$ cat config.mk
export PLATFORM = sky130hd
export DESIGN_NAME = oven_sequencer
export DESIGN_NICKNAME = d
export VERILOG_FILES = /design/src/rtl/oven_sequencer.sv
export SDC_FILE = /design/constraint.sdc
export NUM_CORES = 1
export LEC_CHECK = 0
export ABC_CLOCK_PERIOD_IN_PS = 2500
export CAP_MARGIN = 20
export CORE_MARGIN = 1
export CORE_UTILIZATION = 50
export DETAILED_ROUTE_END_ITERATION = 10
export DONT_BUFFER_PORTS = 1
export HOLD_SLACK_MARGIN = 0.15
export SLEW_MARGIN = 20
export SYNTH_ARGS = -nofsm -noshare
export SYNTH_HDL_FRONTEND = slang
export SYNTH_SLANG_ARGS = --single-unit
$ cat constraint.sdc
create_clock -name clk -period 2.5 [get_ports clk]
set_clock_uncertainty 0.2 [all_clocks]
set_input_delay 0 -clock clk [delete_from_list [all_inputs] [get_ports clk]]
set_output_delay 0 -clock clk [all_outputs]
set_load 0.005 [all_outputs]
$ cat src/rtl/oven_sequencer.sv
// Bake sequencer: IDLE -> PREHEAT -> READY -> COOK -> DONE, 1 s cook tick and seconds countdown,
// bang-bang heater with hysteresis. Optional pause in COOK when OVEN_SEQ_PAUSE_EN is defined.
module oven_sequencer #(
    parameter int TICK_DIV = 50000000,
    parameter int TEMP_W   = 10,
    parameter int HYST     = 2
) (
    input  logic              clk,
    input  logic              rst_n,
    input  logic              start,
    input  logic              cancel,
    input  logic [TEMP_W-1:0] goal_temp,
    input  logic [TEMP_W-1:0] cur_temp,
    input  logic [11:0]       cook_sec,
    output logic              heater_on,
    output logic [2:0]        state,
    output logic [11:0]       remaining,
    output logic              preheat_done,
    output logic              cook_done,
    output logic              alarm
);
    localparam int TICK_W = $clog2(TICK_DIV);
    localparam logic [TICK_W-1:0] TICK_LAST = TICK_W'(TICK_DIV - 1);
    localparam logic [11:0]       SEC_MAX   = 12'd3599;
    localparam logic [TEMP_W:0]   TEMP_MAX  = {1'b0, {TEMP_W{1'b1}}};
    localparam logic [TEMP_W:0]   HYST_X    = (TEMP_W + 1)'(HYST);

    typedef enum logic [2:0] {
        IDLE    = 3'd0,
        PREHEAT = 3'd1,
        READY   = 3'd2,
        COOK    = 3'd3,
        DONE    = 3'd4,
        PAUSE   = 3'd5
    } state_t;

    state_t             state_q, state_d;
    logic               start_q, cancel_q;
    logic               heater_q, heater_d;
    logic [11:0]        remaining_q, remaining_d;
    logic [TICK_W-1:0]  tick_q, tick_d;
    logic               alarm_q, alarm_d;
    logic               preheat_done_q, cook_done_q;

    logic               st_e, cx_e;
    logic [TEMP_W:0]    goal_x, cur_x, lo_x, hi_x, hi_raw;

    assign st_e = start & ~start_q;
    assign cx_e = cancel & ~cancel_q;

    // Thresholds are evaluated one bit wider so the saturation points can be detected.
    assign goal_x = {1'b0, goal_temp};
    assign cur_x  = {1'b0, cur_temp};
    assign lo_x   = (goal_x >= HYST_X) ? (goal_x - HYST_X) : '0;
    assign hi_raw = goal_x + HYST_X;
    assign hi_x   = (hi_raw > TEMP_MAX) ? TEMP_MAX : hi_raw;

    always_comb begin
        state_d     = state_q;
        remaining_d = remaining_q;
        tick_d      = tick_q;
        heater_d    = heater_q;
        alarm_d     = 1'b0;

        if (cx_e) begin
            state_d     = IDLE;
            remaining_d = '0;
            tick_d      = '0;
        end else begin
            case (state_q)
                IDLE: begin
                    if (st_e && (cook_sec != 12'd0)) begin
                        state_d     = PREHEAT;
                        remaining_d = (cook_sec > SEC_MAX) ? SEC_MAX : cook_sec;
                    end
                end
                PREHEAT: begin
                    if (cur_x >= lo_x) state_d = READY;
                end
                READY: begin
                    if (st_e) begin
                        state_d = COOK;
                        tick_d  = '0;
                    end
                end
                COOK: begin
`ifdef OVEN_SEQ_PAUSE_EN
                    if (st_e) begin
                        state_d = PAUSE;
                    end else
`endif
                    if (tick_q == TICK_LAST) begin
                        tick_d      = '0;
                        remaining_d = remaining_q - 12'd1;
                        if (remaining_q == 12'd1) begin
                            state_d = DONE;
                            alarm_d = 1'b1;
                        end
                    end else begin
                        tick_d = tick_q + 1'b1;
                    end
                end
`ifdef OVEN_SEQ_PAUSE_EN
                PAUSE: begin
                    if (st_e) state_d = COOK;
                end
`endif
                DONE: begin
                    if (st_e) state_d = IDLE;
                end
                default: state_d = IDLE;
            endcase
        end

        // Heater follows the state being entered so it never lags a return to IDLE/DONE.
        if (state_d == IDLE || state_d == DONE) begin
            heater_d = 1'b0;
        end else if (cur_x < lo_x) begin
            heater_d = 1'b1;
        end else if (cur_x >= hi_x) begin
            heater_d = 1'b0;
        end
    end

    always_ff @(posedge clk or negedge rst_n) begin
        if (!rst_n) begin
            state_q        <= IDLE;
            start_q        <= 1'b0;
            cancel_q       <= 1'b0;
            heater_q       <= 1'b0;
            remaining_q    <= '0;
            tick_q         <= '0;
            alarm_q        <= 1'b0;
            preheat_done_q <= 1'b0;
            cook_done_q    <= 1'b0;
        end else begin
            state_q        <= state_d;
            start_q        <= start;
            cancel_q       <= cancel;
            heater_q       <= heater_d;
            remaining_q    <= remaining_d;
            tick_q         <= tick_d;
            alarm_q        <= alarm_d;
            preheat_done_q <= (state_d == READY) || (state_d == COOK) || (state_d == PAUSE);
            cook_done_q    <= (state_d == DONE);
        end
    end

    assign state        = state_q;
    assign heater_on    = heater_q;
    assign remaining    = remaining_q;
    assign preheat_done = preheat_done_q;
    assign cook_done    = cook_done_q;
    assign alarm        = alarm_q;

endmodule

; Yosys cells after proc, flatten, opt, wreduce, memory -nomap -nowiden
; Cells that the tools add are included.
[op_classes]
addsub = 4
bitwise = 4
magnitude_cmp = 6
muxes = 26
n_eq_ne = 13
n_reduce_logical = 12
[ops]
columns = operator, n
row1 = $mux W26, 3
row2 = $pmux W26 S2, 1
row3 = $mux W12, 4
row4 = $add A26 B1 Y26 const B, 1
row5 = $eq A26 B26 Y1 const B, 1
row6 = $pmux W12 S2, 1
row7 = $ge A10 B11 Y1, 2
row8 = $mux W11, 2
row9 = $mux W3, 7
row10 = $pmux W3 S5, 1
row11 = $eq A12 B1 Y1 const B, 1
row12 = $eq A3 B2 Y1 const B, 4
row13 = $gt A12 B12 Y1 const B, 1
row14 = $reduce_bool A12 Y1, 1
row15 = $sub A12 B1 Y12 const B, 1
row16 = $add A10 B2 Y11 const B, 1
row17 = $gt A11 B10 Y1 const B, 1
row18 = $lt A10 B11 Y1, 1
row19 = $sub A10 B2 Y11 const B, 1
row20 = $ge A10 B2 Y1 const B, 1
row21 = $eq A3 B3 Y1 const B, 3
row22 = $ne A3 B3 Y1 const B, 3
row23 = $reduce_bool A3 Y1, 3
row24 = $mux W1, 7
row25 = 8 further kinds, 13
[totals]
wordCells = 74
output_inout_bits = 19
ff_bits = 47

; Longest topological paths before layout
[logic_depth]
ltp_word = 9
mapped_depth = 13
depth_no_buf = 12

; Worst setup path after synthesis
; Ideal clock, no wire load.
[synth_path]
kind = input -> register
startpoint = input port goal_temp[4]
endpoint = register preheat_done_q (netlist: preheat_done)
setup_slack_ns = -0.667
cell_stages = 13
required_time_ns = 2.206
path_buffers = 2
t_arrival_ns = 2.873
cell_sequence = buf_6 > or3_4 > or3_4 > nand2b_4 > or3_1 > buf_6 > and2_4 > ha_1 > and3b_1 > o211ai_1 > and4b_1 > or4_1 > a211oi_1
[synth_via]
elab_chain_cells = 9
[synth_lines]
columns = element, line
row1 = start: declaration, 12  ; input logic [TEMP_W-1:0] goal_temp,
row2 = $sub A10 B2 Y11 / $ge A10 B2 Y1 (equally long branches), 54  ; assign lo_x = (goal_x >= HYST_X) ? (goal_x - HYST_X) : '0;
row3 = $mux W11 (*), 54
row4 = $ge A10 B11 Y1 (*), 78  ; if (cur_x >= lo_x) state_d = READY;
row5 = $mux W3 (*), 78
row6 = $pmux W3 S5 (*), 70  ; case (state_q)
row7 = $mux W3 (*), 65  ; if (cx_e) begin
row8 = $eq A3 B2 Y1, 144  ; preheat_done_q <= (state_d == READY) || (state_d == COOK) || (state_d == PAUSE);
row9 = $logic_or A1 B1 Y1, 144
row10 = $logic_or A1 B1 Y1 (*), 144
row11 = end signal: assignment, 144
row12 = end: declaration, 43  ; logic preheat_done_q, cook_done_q;
; Mark *: on every way between the ends. The rest lies on a longest branch, timed or not.
; A chain may end at the register's enable or synchronous reset.

; Worst setup path in the final report
[layout_path]
startpoint = input port goal_temp[6]
endpoint = register state_q[1] (netlist: state[1])
[layout_via]
elab_chain_cells = 6
[layout_lines]
columns = element, line
row1 = $sub A10 B2 Y11 / $ge A10 B2 Y1 (equally long branches), 54
row2 = $mux W11 (*), 54
row3 = $ge A10 B11 Y1 (*), 78
row4 = $mux W3 (*), 78
row5 = $pmux W3 S5 (*), 70
row6 = $mux W3 (*), 65
row7 = net state_d[1], 37  ; state_t state_q, state_d;
row8 = end signal: assignment, 137  ; state_q <= state_d;
row9 = end: declaration, 37
; The timed path passes the listed nets; every way through them passes the cells marked *.

==> impl_metrics.yaml <==
synth:
  ys_warn_count: 0
  mappedNetlistArea_um2: 3790
  synth-edff-count: 0
  syn_inst: 453
  async_flop_share_pct: 100
  ys_seq_area_share_pct: 31.0
  synth.distinct_cells: 66
  ys_ff_latch: 47
  synth_fp_nets: 515
  synth_flop_cell: "dfrtp_1"
  postSynthAreaPerCell_um2: 8.37
timing:
  max_freq_ghz: 0.355
  setup_viol: 3
  finalCriticalPeriod_ns: 2.82
  max_slew_margin_pct: 52.5
  rsz0062_at_grt: "yes"
  hold_viol_final: 0
  fin_crit_sh_pct: 113
  drv_slew: 0
  setup_ws_ns: -0.319
  worstMarginPinSlew_ns: 0.706
cts:
  clockBufferDepth: 2
  path_clk_slew_ns: 0.08
  clock-sinks: 47
  cts_root_buf: "clkbuf_8"
  numCtsBuffers: 5
  cts_tree: "yes"
  clk-insertion-delay-late_ns: 0.30
  htree_levels: 2
global_route:
  track_usage_pct: 26.4
  grt-ovfl-total: 0
  met1_usage_pct: 36.7
  grt_util_met3_pct: 4.52
  antenna_found_initial: 0
  gr-usage-met2_pct: 43.2
  grt_max_degree: 48
  busiest_layer: "met2"
  grt_pass1_vias: 3402
  grt_pass1_wl_mm: 16.3
final_layout:
  drive_above_1_share_pct: 14.3
  most-common-layout-cells: "dfrtp_1 (47), buf_4 (35), nor2_1 (33)"
  final_common_cell: "dfrtp_1"
  nets: 566
  area_growth_pct: 22.0
  antennaDiodeCount: 0
  stdcell_count: 603
hold_path:
  hp-class: "in -> reg"
  whs_path_depth: 5
  hold_path_startpoint: "cur_temp[7]"
  holdPathEnd: "heater_on"
route:
  dr.pass1.iters: 5
  via_per_inst: 5.99
  drt_iter0_drc: 154
  vias: 3610
  final_antenna_net_count: 0
  drc: 0
  routed_wl_mm: 10.2
  wl_per_cell_um: 16.9
worst_setup_path:
  crit_type: "in -> reg"
  r2r_start: "state[2]"
  r2r_end: "remaining[7]"
  worst_ep_required_time_ns: 2.51
  critical_path.cell_chain: "or3_4 -> or3_4 -> nand2b_4 -> or3_4 -> and2_4 -> ha_4 -> and3b_1 -> o211ai_1 -> and4b_1 -> or4_4 -> a211oi_2"
  end_kind: "flop"
  crit_fanout: 8
  critPathMostFrequentCell: "or3_4"
  path_delay_family: "simple AND/OR/NAND/NOR gates"
  cp-start-kind: "primary input"
  cp_slowest_cell: "or4_4"
  path_buf_inv: 0
  arrival_ns: 2.83
  reg2regPathDepth: 7
  slowest_delay_ns: 0.50
  regToRegSetupSlack_ns: 0.09
floorplanning:
  die_area_um2: 7940
  core_um2: 7290
  ioPinCount: 55
  row_count: 31
  dieWidth_um: 89.1
  die_h_um: 89.1
  initial_core_util_pct: 52.0
status:
  violations: "setup timing"
  outcome: "finished with violations"
placement:
  place_inst: 561
  hpwl_mm: 7.38
  gp_congestion: 0.892
  portBuffers: 0
  place_ws_ns: -0.751
power:
  peakVddDrop_uv: 451
  p_leak_uw: 0.00196
  p_per_area_nw_per_um2: 534
  power.total_uw: 2470
run:
  maxCapViolCount: 0
## registers in the layout, summed over array words and instances (netlist names)
register	count
tick_q	26
start_q	1
preheat_done	1
cancel_q	1
remaining	12
heater_on	1
state	3
cook_done	1
alarm	1
## power breakdown
group | internal, uW | leakage (uW) | total, uW | switching (uW)
Clock | 217 | 0.0000470 | 467 | 249
Sequential | 861 | 0.000636 | 996 | 135
Combinational | 463 | 0.00128 | 1010 | 545
Total | 1540 | 0.00196 | 2470 | 930
## synthesized netlist by cell type (all sizes together), types with 8 or more instances
| master | instances | area, um2 |
|---|---|---|
| xor2 | 11 | 96.3 |
| nor2b | 8 | 50.1 |
| nand2b | 8 | 57.6 |
| inv | 24 | 90.1 |
| a21oi | 24 | 120 |
| ha | 26 | 325 |
| nand4 | 22 | 138 |
| nor3 | 9 | 45.0 |
| a31oi | 15 | 109 |
| clkbuf | 14 | 52.6 |
| dfrtp | 47 | 1180 |
| nand2 | 31 | 116 |
| nand3 | 28 | 140 |
| o21ai | 22 | 110 |
| or3 | 12 | 85.1 |
| buf | 11 | 67.6 |
| nor2 | 34 | 130 |
## metal layers
| layer | vias to the layer above | share of wire [%] |
|---|---|---|
| met5 | - | 0 |
| met4 | 0 | 0.96 |
| met3 | 9 | 4.6 |
| met2 | 78 | 48 |
| met1 | 1736 | 47 |
| li1 | 1787 | - |
## stage by stage
step | hold WS [ns] | utilization, % | cell area [um2] | TNS [ns]
after floorplan | -0.496 | - | 3810 | -1.88
after global placement | -0.494 | 55.8 | 4070 | -2.12
after detailed placement | -0.495 | 55.8 | 4070 | -2.36
after CTS | 0.153 | 62.2 | 4540 | -0.715
after global routing | 0.175 | 63.5 | 4630 | -1.07
final | 0.162 | 63.5 | 4630 | -0.780
## worst max-delay path by stage
stage,from,endpoint,cells past startpoint
floorplan,goal_temp[4],preheat_done,13
global placement,goal_temp[6],state[1],11
detailed placement,goal_temp[6],state[1],11
CTS,goal_temp[6],state[1],11
global route,goal_temp[6],state[1],11
finish,goal_temp[6],state[1],11
## kinds of logic after synthesis
group	count (synthesis)	share of synthesized area (%)
muxes	6	1.62
DFF	47	31.0
AOI/OAI and AO/OA	112	20.2
and+or+nand+nor	195	28.9
xor gates and xnor gates	18	4.16
adders and majority gates	26	8.58
buffers and inverters	49	5.54
## repair_timing
| action | in CTS | in global routing |
|---|---|---|
| endpoints found under the hold margin | 78 | 1 |
| gates cloned | 0 | 0 |
| buffers inserted | 0 | 3 |
| hold buffers | 31 | 1 |
| setup endpoints to repair | 4 | 6 |
| gates resized for setup | 6 | 11 |
| pin swaps | 3 | 6 |
## area by class of cell
cell class | count | area [um2]
Fill cell | 655 | 2660
Tap cell | 99 | 124
Inverter | 24 | 90.1
Sequential cell | 47 | 1180
Clock buffer | 6 | 82.6
Timing Repair Buffer | 69 | 641
Clock inverter | 1 | 5.00
Multi-Input combinational cell | 357 | 2510
## tightest hold or removal path, stage by stage
cell	delay [ns]
ha_1	0.22
nand3_1	0.09
a31oi_1	0.05
o22ai_2	0.11
o211a_1	0.15
Note: power is estimated with default switching activity, not from simulation.
